## src/rtl/debounce_sync.sv

```systemverilog
// debounce_sync: brings a raw asynchronous level into the clk domain, rejects bounce,
// and presents a registered clean level with one-cycle rise/fall strobes.
module debounce_sync #(
  parameter int SYNC_STAGES     = 2,
  parameter int DEBOUNCE_CYCLES = 8
) (
  input  logic clk,
  input  logic rst,
  input  logic d_in,
  output logic q_clean,
  output logic rise,
  output logic fall,
  output logic busy
);

  localparam int CNT_W = $clog2(DEBOUNCE_CYCLES + 1);
  localparam logic [CNT_W-1:0] CNT_LAST = CNT_W'(DEBOUNCE_CYCLES - 1);
  localparam logic [CNT_W-1:0] CNT_ONE  = CNT_W'(1);

  typedef enum logic [1:0] {
    STABLE_LO  = 2'd0,
    CONFIRM_HI = 2'd1,
    STABLE_HI  = 2'd2,
    CONFIRM_LO = 2'd3
  } state_t;

  logic [SYNC_STAGES-1:0] sync_reg;
  logic [SYNC_STAGES-1:0] sync_next;
  logic                   s;

  state_t           state_reg, state_next;
  logic [CNT_W-1:0] cnt_reg, cnt_next;
  logic             q_clean_reg, q_clean_next;
  logic             rise_reg, rise_next;
  logic             fall_reg, fall_next;
  logic             busy_reg, busy_next;

  // Synchroniser chain: stage 0 captures d_in, each later stage copies its predecessor.
  assign sync_next[0] = d_in;
  for (genvar gi = 1; gi < SYNC_STAGES; gi++) begin : g_sync
    assign sync_next[gi] = sync_reg[gi-1];
  end

  always_ff @(posedge clk or negedge rst) begin
    if (!rst) begin
      sync_reg <= '0;
    end else begin
      sync_reg <= sync_next;
    end
  end

  assign s = sync_reg[SYNC_STAGES-1];

  always_ff @(posedge clk or negedge rst) begin
    if (!rst) begin
      state_reg   <= STABLE_LO;
      cnt_reg     <= '0;
      q_clean_reg <= 1'b0;
      rise_reg    <= 1'b0;
      fall_reg    <= 1'b0;
      busy_reg    <= 1'b0;
    end else begin
      state_reg   <= state_next;
      cnt_reg     <= cnt_next;
      q_clean_reg <= q_clean_next;
      rise_reg    <= rise_next;
      fall_reg    <= fall_next;
      busy_reg    <= busy_next;
    end
  end

  always_comb begin
    state_next   = state_reg;
    cnt_next     = cnt_reg;
    q_clean_next = q_clean_reg;
    rise_next    = 1'b0;
    fall_next    = 1'b0;
    case (state_reg)
      STABLE_LO: begin
        cnt_next = '0;
        if (s) state_next = CONFIRM_HI;
      end
      CONFIRM_HI: begin
        if (!s) begin
          state_next = STABLE_LO;
          cnt_next   = '0;
        end else if (cnt_reg == CNT_LAST) begin
          state_next   = STABLE_HI;
          cnt_next     = '0;
          q_clean_next = 1'b1;
          rise_next    = 1'b1;
        end else begin
          cnt_next = cnt_reg + CNT_ONE;
        end
      end
      STABLE_HI: begin
        cnt_next = '0;
        if (!s) state_next = CONFIRM_LO;
      end
      CONFIRM_LO: begin
        if (s) begin
          state_next = STABLE_HI;
          cnt_next   = '0;
        end else if (cnt_reg == CNT_LAST) begin
          state_next   = STABLE_LO;
          cnt_next     = '0;
          q_clean_next = 1'b0;
          fall_next    = 1'b1;
        end else begin
          cnt_next = cnt_reg + CNT_ONE;
        end
      end
      default: begin
        state_next   = STABLE_LO;
        cnt_next     = '0;
        q_clean_next = 1'b0;
      end
    endcase
    // busy is registered from the next state so it lines up with the state register.
    busy_next = (state_next == CONFIRM_HI) || (state_next == CONFIRM_LO);
  end

  assign q_clean = q_clean_reg;
  assign rise    = rise_reg;
  assign fall    = fall_reg;
  assign busy    = busy_reg;

endmodule
```

## config.mk

```make
export PLATFORM = sky130hd
export DESIGN_NAME = debounce_sync
export DESIGN_NICKNAME = d
export VERILOG_FILES = /design/src/rtl/debounce_sync.sv
export SDC_FILE = /design/constraint.sdc
export NUM_CORES = 1
export LEC_CHECK = 0
export ABC_CLOCK_PERIOD_IN_PS = 1300
export BUFFER_PORTS_ARGS = -buffer_cell sky130_fd_sc_hd__buf_2
export CORE_MARGIN = 2
export CORE_UTILIZATION = 25
export CTS_BUF_LIST = sky130_fd_sc_hd__clkbuf_4 sky130_fd_sc_hd__clkbuf_8
export DETAILED_ROUTE_END_ITERATION = 10
export SLEW_MARGIN = 15
export SYNTH_ARGS = -nofsm -noshare
export SYNTH_HDL_FRONTEND = slang
export SYNTH_SLANG_ARGS = --single-unit
export TNS_END_PERCENT = 10
```

## constraint.sdc

```tcl
create_clock -name clk -period 1.3 [get_ports clk]
set_input_delay 0.26 -clock clk [delete_from_list [all_inputs] [get_ports clk]]
set_output_delay 0.26 -clock clk [all_outputs]
set_load 0.01 [all_outputs]
```

==> flow_metrics.py, run 1 <==
metrics = {
    "global_route": {
        "overflow": 0,
        "antenna_found_initial": 0,
        "grt_max_degree": 13,
        "grt_first_pass_wirelength_um": 1060,
        "grt_pass1_vias": 261,
        "grt_use_total": 0.0765,
    },
    "power": {
        "ir_drop_uv": 412,
        "leakage_nw": 0.296,
        "p_total_mw": 0.711,
        "p_per_area_nw_per_um2": 1180,
    },
    "timing": {
        "fin_skew_ns": 0.00262,
        "worst_slew_pin_slew_ns": 0.265,
        "fin_crit_sh": 0.989,
        "setup_viol": 0,
        "rsz0062_at_grt": "yes",
        "worst_slew_margin_rel": 0.823,
        "period_needed_ns": 1.29,
        "finalMaxSlewViolations": 0,
        "hold_viol": 0,
        "fmax_mhz": 778,
        "setup_slack_ns": 0.0146,
        "finalSetupTns_ns": 0,
    },
    "synth": {
        "yosysSeqAreaShare": 0.658,
        "syn_avg_cell_area_um2": 13.4,
        "synth_nets": 38,
        "ys_warn_count": 0,
        "synthCells": 34,
        "synth_cell_types": 16,
        "ys_seq_elements": 12,
        "synth.top_cell.area_share": 0.658,
        "synth_area_leader_cell": "dfrtp_1",
        "syn_area_um2": 457,
        "ys_top_cells_by_area": "dfrtp_1 (66%), nor2_1 (4.1%), and2b_2 (3.8%), and4b_4 (3.0%), and3b_4 (2.7%)",
    },
    "routing": {
        "dr.pass1.iters": 3,
        "via_count": 282,
        "final_antenna_net_count": 0,
        "wirelength_um": 667,
        "drt_iter0_drc": 2,
        "drc_errors": 0,
        "vias_per_cell": 3.76,
        "wire_per_inst_um": 8.89,
    },
    "worst_setup_path": {
        "cp_max_fo": 5,
        "slowest_stage": "dfrtp_1",
        "start_kind": "register",
        "r2r-start": "cnt_reg[0]",
        "slowest_delay_ns": 0.39,
        "path_buf_inv": 0,
        "worstSetupPathType": "reg -> reg",
        "r2r_cells": 4,
        "regToRegEndpoint": "q_clean",
        "crit_arrival_ns": 1.44,
        "cp-end-kind": "register",
        "crit_chain": "ha_2 > and4b_4 > and3b_4 > a211o_1",
        "required_ns": 1.46,
        "crit_family": "flip-flops",
        "reg2reg_slack_ns": 0.01,
    },
    "floorplan": {
        "io_pins": 7,
        "die_x_um": 46.7,
        "die_area_um2": 2180,
        "die_h_um": 46.7,
        "core_um2": 1730,
        "fp-row-count": 15,
        "initial_utilization": 0.264,
    },
    "finish": {
        "syn2layout_area_growth_pct": 32.3,
        "largest_reg_flops": 4,
        "diodes": 0,
        "regArea_um2": 300,
        "fin_nets": 55,
        "multi_input_area_um2": 159,
        "drive_gt1_frac": 0.420,
        "fill_cells": 190,
    },
    "outcome": {
        "status": "complete, no violations",
    },
    "flow_run": {
        "max_cap_violations": 0,
    },
    "clock_tree": {
        "cts_inserted_buffers": 3,
        "ctsResizeCount": 0,
        "cts_tree": "yes",
        "htree_levels": 1,
        "path_clk_slew_ns": 0.07,
        "clk_latency_ns": 0.27,
        "cts_root_buf": "clkbuf_4",
        "cts_sinks": 12,
        "clockBufferDepth": 2,
    },
    "worst_hold_path": {
        "holdPathStages": 1,
        "worst_hold_path.endpoint": "sync_reg[0]",
        "min_from": "d_in",
        "hp-class": "in -> reg",
    },
    "place": {
        "dpl_worst_slack_ns": -0.00260,
        "io_buffers": 6,
        "post-dp-hpwl_um": 449,
        "place_congestion": 0.613,
    },
}
-- stage by stage --
step / hold slack [ns] / cells / cell area, um^2 / util
after detailed placement: 0.148 / 67 / 536 / 0.310
after floorplan: -0.0356 / 34 / 459 / -
after global placement: 0.151 / 67 / 536 / 0.310
after global routing: 0.0809 / 75 / 604 / 0.350
final: 0.0956 / 75 / 604 / 0.350
after CTS: 0.0822 / 75 / 604 / 0.350
-- layout by cell type, fill, tap and decap left out, drive strengths merged, types with 2 or more instances in the layout --
| master | count |
|---|---|
| dfrtp | 12 |
| buf | 11 |
| nor2 | 5 |
| clkbuf | 4 |
| nand2 | 3 |
| and2b | 2 |
-- final cells by class --
class | count | share of cell area
flip-flops and latches | 12 | 0.497
well taps | 25 | 0.0518
repair buffers | 12 | 0.128
clock buffers | 4 | 0.0600
multi-input cells | 22 | 0.263
-- worst max path at each step --
| stage | to | cells after the start | from |
|---|---|---|---|
| 2_1_floorplan | q_clean | 4 | cnt_reg[0] |
| 3_3_place_gp | q_clean | 4 | cnt_reg[1] |
| 3_5_place_dp | q_clean | 4 | cnt_reg[1] |
| 4_1_cts | q_clean | 4 | cnt_reg[0] |
| 5_1_grt | q_clean | 4 | cnt_reg[1] |
| 6_report | q_clean | 4 | cnt_reg[0] |
-- cells in the mapped netlist (all sizes together) --
cell / instances
and2: 1
and2b: 2
xnor2: 1
nand3: 1
nor3: 1
dfrtp: 12
nor2: 5
ha: 1
xor2: 1
and3b: 1
nand2: 3
and4b: 1
mux2: 1
and3: 1
mux2i: 1
a211o: 1
-- logic make-up (layout without fill, tap and decap cells) --
family / Yosys count / count (layout) / share of synthesized area
DFF: 12 / 12 / 0.658
buffers and inverters: 0 / 16 / 0
and+or+nand+nor: 16 / 16 / 0.211
xor gates and xnor gates: 2 / 2 / 0.0384
adders and majority gates: 1 / 1 / 0.0274
muxes: 2 / 2 / 0.0466
AOI/OAI and AO/OA: 1 / 1 / 0.0192
-- power by group --
part / internal [mW] / switching [mW]
registers: 0.382 / 0.00543
logic: 0.0171 / 0.0161
clock network: 0.170 / 0.120
-- layer usage --
metal | up-vias | GRT usage | wire [um]
met4 | 0 | 0.100 | 18
met2 | 5 | 0.100 | 318
li1 | 146 | - | -
met3 | 2 | 0.0231 | 26
met5 | - | 0 | 0
met1 | 129 | 0.0867 | 303
-- what timing repair did --
item,in CTS,in global routing
pin swaps,1,0
setup endpoints to repair,1,1
hold endpoints to repair,12,0
cloned,0,0
setup buffers,3,0
hold buffers,1,0
(Power assumes the default switching activity.)
==> inputs of run 2 (changes only) <==
REMOVE_ABC_BUFFERS = 1   (was not set)
==> run 2 against run 1 <==
Effect of this change:
- total power barely moved
- largest cell class unchanged
- critical endpoint unchanged
- clock-buffer cell count did not move
- largest power group unchanged
- combinational power fell by 8.1%
- final area fell by 2.5%
- sequential power barely moved
- global-route usage rose by 0.18 points
==> flow_metrics.py, run 2 (synthesis results as in run 1) <==
metrics = {
    "finish": {
        "final_cell_mix": "dfrtp_1 (12), buf_2 (6), nor2_1 (5)",
        "fin_nets": 53,
        "largest_reg_flops": 4,
        "drive_gt1_frac": 0.396,
        "finish.utilization": 0.341,
        "syn2layout_area_growth_pct": 29.0,
        "final_common_cell": "dfrtp_1",
        "diodes": 0,
    },
    "floorplan": {
        "die_area_um2": 2180,
        "die_h_um": 46.7,
        "initial_utilization": 0.264,
        "io_pins": 7,
        "die_x_um": 46.7,
        "fp-row-count": 15,
        "core_um2": 1730,
    },
    "timing": {
        "finalMaxSlewViolations": 0,
        "rsz0062_at_grt": "yes",
        "hold_viol": 0,
        "setup_slack_ns": 0.00848,
        "worst_slew_pin_slew_ns": 0.266,
        "worst_slew_margin_rel": 0.823,
        "setup_viol": 0,
        "fin_crit_sh": 0.993,
        "period_needed_ns": 1.29,
        "fin_skew_ns": 0.00703,
        "fmax_mhz": 774,
    },
    "clock_tree": {
        "cts_root_buf": "clkbuf_4",
        "htree_levels": 1,
        "clockBufferDepth": 2,
        "cts_inserted_buffers": 3,
        "path_clk_slew_ns": 0.08,
        "clk_latency_ns": 0.27,
        "cts_sinks": 12,
        "cts_tree": "yes",
    },
    "routing": {
        "vias_per_cell": 3.79,
        "drt_iter0_drc": 2,
        "drc_errors": 0,
        "wirelength_um": 660,
        "final_antenna_net_count": 0,
        "dr.pass1.iters": 2,
        "wire_per_inst_um": 9.04,
        "via_count": 277,
    },
    "worst_setup_path": {
        "cp-end-kind": "register",
        "reg2reg_slack_ns": 0.008,
        "crit_chain": "ha_2 > and4b_4 > and3b_4 > a211o_1",
        "slowest_delay_ns": 0.39,
        "cp_max_fo": 5,
        "start_kind": "register",
        "crit_arrival_ns": 1.44,
        "required_ns": 1.45,
        "worstSetupPathType": "reg -> reg",
        "slowest_stage": "dfrtp_1",
    },
    "place": {
        "place_congestion": 0.690,
        "io_buffers": 6,
        "dpl_worst_slack_ns": -0.0443,
        "post-dp-hpwl_um": 464,
    },
    "worst_hold_path": {
        "hp-class": "in -> reg",
    },
    "global_route": {
        "overflow": 0,
        "grt_max_degree": 13,
        "grt_pass1_vias": 274,
        "antenna_found_initial": 0,
        "grt_first_pass_wirelength_um": 1100,
        "grt_use_total": 0.0783,
    },
    "power": {
        "ir_drop_uv": 586,
        "p_per_area_nw_per_um2": 1210,
        "leakage_nw": 0.286,
    },
    "flow_run": {
        "max_cap_violations": 0,
    },
    "outcome": {
        "status": "complete, no violations",
    },
}
-- run 2: layout make-up --
type,instances,area (um^2)
tap,25,31.3
timing repair buffer,10,62.6
clock buffer,4,36.3
fill,185,1140
multi-input combinational,22,159
sequential,12,300
-- run 2: power breakdown --
| part | switching, mW | internal [mW] | leakage [nW] |
|---|---|---|---|
| clock network | 0.123 | 0.170 | 0.0210 |
| registers | 0.00561 | 0.382 | 0.152 |
| logic | 0.0158 | 0.0147 | 0.113 |
-- run 2: routing by layer --
metal	track usage	vias up	part of all wire
met5	0	-	0
met3	0.0231	2	0.038
met1	0.0922	129	0.45
met2	0.108	3	0.50
met4	0.0833	0	0.017
li1	-	143	-
-- run 2: final timing paths --
kind | startpoint | end | depth (start not counted)
max | cnt_reg[0] | q_clean | 4
min | d_in | sync_reg[0] | 1
max reg2reg | cnt_reg[0] | q_clean | 4
min reg2reg | sync_reg[0] | sync_reg[1] | 0
max in group asynchronous | rst | busy | 2
min in group asynchronous | rst | cnt_reg[0] | 2
-- run 2: what timing repair did --
item,4_1_cts,5_1_grt
hold buffers,1,0
gates cloned,0,0
endpoints found under the hold margin,12,0
gates resized for setup,1,0
buffers inserted,0,1
setup endpoints to repair,1,2
pin swaps,2,2
-- run 2: critical path: cells and delay by family (launching register included) --
kind	cells	cell delay [ns]
DFF	1	0.39
adders and majority gates	1	0.19
AOI/OAI and AO/OA	1	0.22
and+or+nand+nor	2	0.38
-- run 2: stage by stage --
step | setup TNS [ns] | cell area (um^2) | hold slack, ns | std cells | total power, mW
after floorplan | -0.0638 | 457 | -0.0356 | 34 | 0.405
after global placement | -0.0418 | 533 | 0.148 | 67 | 0.422
after detailed placement | -0.0443 | 533 | 0.153 | 67 | 0.423
after CTS | 0 | 582 | 0.0833 | 72 | 0.723
after global routing | -0.0311 | 589 | 0.0781 | 73 | 0.745
final | 0 | 589 | 0.0995 | 73 | 0.711
==> inputs of run 3 (changes only) <==
ABC_AREA = 1   (was not set)
==> run 3 against run 2 <==
Effect of this change:
- area after synthesis rose by 2.7%
- fmax rose by 13%
- final area fell by 4.5%
- sequential cell count did not move
- clock skew fell by 0.0034 ns
==> flow_metrics.py, run 3 <==
metrics = {
    "outcome": {
        "status": "complete, no violations",
    },
    "routing": {
        "dr.pass1.iters": 4,
        "wirelength_um": 706,
        "vias_per_cell": 4.13,
        "drc_errors": 0,
        "wire_per_inst_um": 8.83,
        "drt_iter0_drc": 3,
        "via_count": 330,
        "final_antenna_net_count": 0,
    },
    "synth": {
        "yosysSeqAreaShare": 0.640,
        "ys_warn_count": 0,
        "yosys.area_share.simple": 0.251,
        "synthXorXnorAreaFrac": 0,
        "synth_cell_types": 12,
        "synth_mux_area_frac": 0,
        "synth.top_cell.area_share": 0.640,
        "synthFlopType": "dfrtp_1",
        "ys_top_cells_by_area": "dfrtp_1 (64%), inv_1 (6.4%), nand2_1 (5.6%), nand2_2 (5.3%), nor2_1 (3.2%)",
        "synth_top_family_by_area": "simple AND/OR/NAND/NOR gates",
        "synth_area_leader_cell": "dfrtp_1",
        "async_flop_share": 1.00,
        "syn_area_um2": 469,
        "ys_seq_elements": 12,
        "synthCells": 45,
        "yosys.area_share.adder": 0.0267,
        "yosysMostFrequentCell": "dfrtp_1",
        "synth_common_cells": "dfrtp_1 (12), inv_1 (8), nand2_1 (7)",
        "synth-edff-count": 0,
        "syn_avg_cell_area_um2": 10.4,
        "synth_compound_area_frac": 0.0187,
    },
    "floorplan": {
        "die_h_um": 47.3,
        "die_x_um": 47.3,
        "fp-row-count": 15,
        "core_um2": 1750,
        "die_area_um2": 2240,
        "io_pins": 7,
        "initial_utilization": 0.269,
    },
    "global_route": {
        "overflow": 0,
        "grt_max_degree": 13,
        "grt_first_pass_wirelength_um": 1270,
        "antenna_found_initial": 0,
        "grt_use_total": 0.0843,
        "grt_pass1_vias": 329,
    },
    "timing": {
        "rsz0062_at_grt": "no",
        "finalMaxSlewViolations": 0,
        "worst_slew_pin_slew_ns": 0.268,
        "worst_slew_margin_rel": 0.821,
        "period_needed_ns": 1.14,
        "fin_crit_sh": 0.880,
        "fmax_mhz": 874,
        "finalSetupTns_ns": 0,
        "hold_viol": 0,
        "setup_viol": 0,
        "fin_skew_ns": 0.00361,
    },
    "worst_setup_path": {
        "crit_chain": "ha_1 > nand2_2 > nor2_4 > nand2_2 > nand2_1 > o21ai_2",
        "cp_max_fo": 5,
        "path_buf_inv": 0,
        "start_kind": "register",
        "crit_arrival_ns": 1.30,
        "crit_top_cell": "nand2_2",
        "slowest_delay_ns": 0.39,
        "slowest_stage": "dfrtp_1",
        "worstSetupPathType": "reg -> reg",
        "required_ns": 1.46,
        "crit_family": "simple AND/OR/NAND/NOR gates",
        "cp-end-kind": "register",
    },
    "clock_tree": {
        "htree_levels": 1,
        "path_clk_slew_ns": 0.07,
        "cts_inserted_buffers": 3,
        "clk_latency_ns": 0.27,
        "cts_sinks": 12,
        "clockBufferDepth": 2,
        "cts_root_buf": "clkbuf_4",
        "ctsResizeCount": 0,
        "cts_tree": "yes",
        "ctsHoldBuffers": 1,
        "cts_setup_buffers": 0,
    },
    "power": {
        "p_per_area_nw_per_um2": 1130,
        "ir_drop_uv": 573,
        "leakage_nw": 0.302,
        "sw_frac_of_total": 0.216,
        "p_comb_frac": 0.044,
        "p_switching_mw": 0.137,
        "p_int_mw": 0.499,
        "pwr-share-clk": 0.345,
        "seqPwrFrac": 0.612,
    },
    "finish": {
        "stdcell_count": 80,
        "final_common_cell": "dfrtp_1",
        "largest_reg_flops": 4,
        "drive_gt1_frac": 0.273,
        "syn2layout_area_growth_pct": 20.0,
        "diodes": 0,
        "finish.utilization": 0.323,
        "final_cell_mix": "dfrtp_1 (12), inv_1 (8), nand2_1 (7)",
        "fill_cells": 178,
        "fin_nets": 61,
        "postLayoutCellArea_um2": 563,
    },
    "worst_hold_path": {
        "hp-class": "in -> reg",
    },
    "place": {
        "post-dp-hpwl_um": 523,
        "post_dp_cell_area_um2": 531,
        "place_inst": 76,
        "place_congestion": 0.675,
        "io_buffers": 6,
    },
    "flow_run": {
        "max_cap_violations": 0,
    },
}
-- run 3: kinds of logic after synthesis --
logic type	after synthesis
AO/OA/AOI/OAI	1
AND/OR/NAND/NOR	23
adder cells (fa/ha/maj)	1
flip-flops	12
buffers and inverters	8
-- run 3: power by group through the flow --
stage | sequential, mW | clock (mW) | combinational [mW]
floorplan | 0.396 | 0 | 0.0114
global placement | 0.396 | 0 | 0.0257
detailed placement | 0.396 | 0 | 0.0263
CTS | 0.389 | 0.226 | 0.0288
global route | 0.391 | 0.242 | 0.0330
finish | 0.389 | 0.219 | 0.0277
-- run 3: final cells by class --
type | instances | area [um^2] | area share
Clock buffer | 3 | 22.5 | 0.0400
Timing Repair Buffer | 7 | 40.0 | 0.0711
Sequential cell | 12 | 300 | 0.533
Tap cell | 25 | 31.3 | 0.0556
Multi-Input combinational cell | 25 | 139 | 0.247
Inverter | 8 | 30.0 | 0.0533
-- run 3: path summary, 6_finish.rpt --
check | depth (start not counted) | slack [ns] | end | from
max | 6 | 0.16 | state_reg[1] | cnt_reg[0]
min | 1 | 0.1 | sync_reg[0] | d_in
max reg2reg | 6 | 0.16 | state_reg[1] | cnt_reg[0]
min reg2reg | 0 | 0.35 | sync_reg[1] | sync_reg[0]
max in group asynchronous | 2 | 0.70 | fall | rst
min in group asynchronous | 2 | 0.39 | busy | rst
-- run 3: metal layers --
metal | global-route usage | share of wire | up-vias
met5 | 0 | 0 | -
met4 | 0.0500 | 0 | 0
met3 | 0.0385 | 0.041 | 0
met2 | 0.127 | 0.52 | 6
met1 | 0.0976 | 0.44 | 164
li1 | - | - | 160
-- run 3: stage by stage --
stage               worst slack (ns)  hold WS (ns)  power (mW)
global placement               0.182         0.148       0.422
CTS                            0.151        0.0928       0.644
detailed placement             0.166         0.150       0.423
global route                  0.0601        0.0796       0.666
floorplan                      0.257       -0.0356       0.408
finish                         0.156        0.0986       0.636
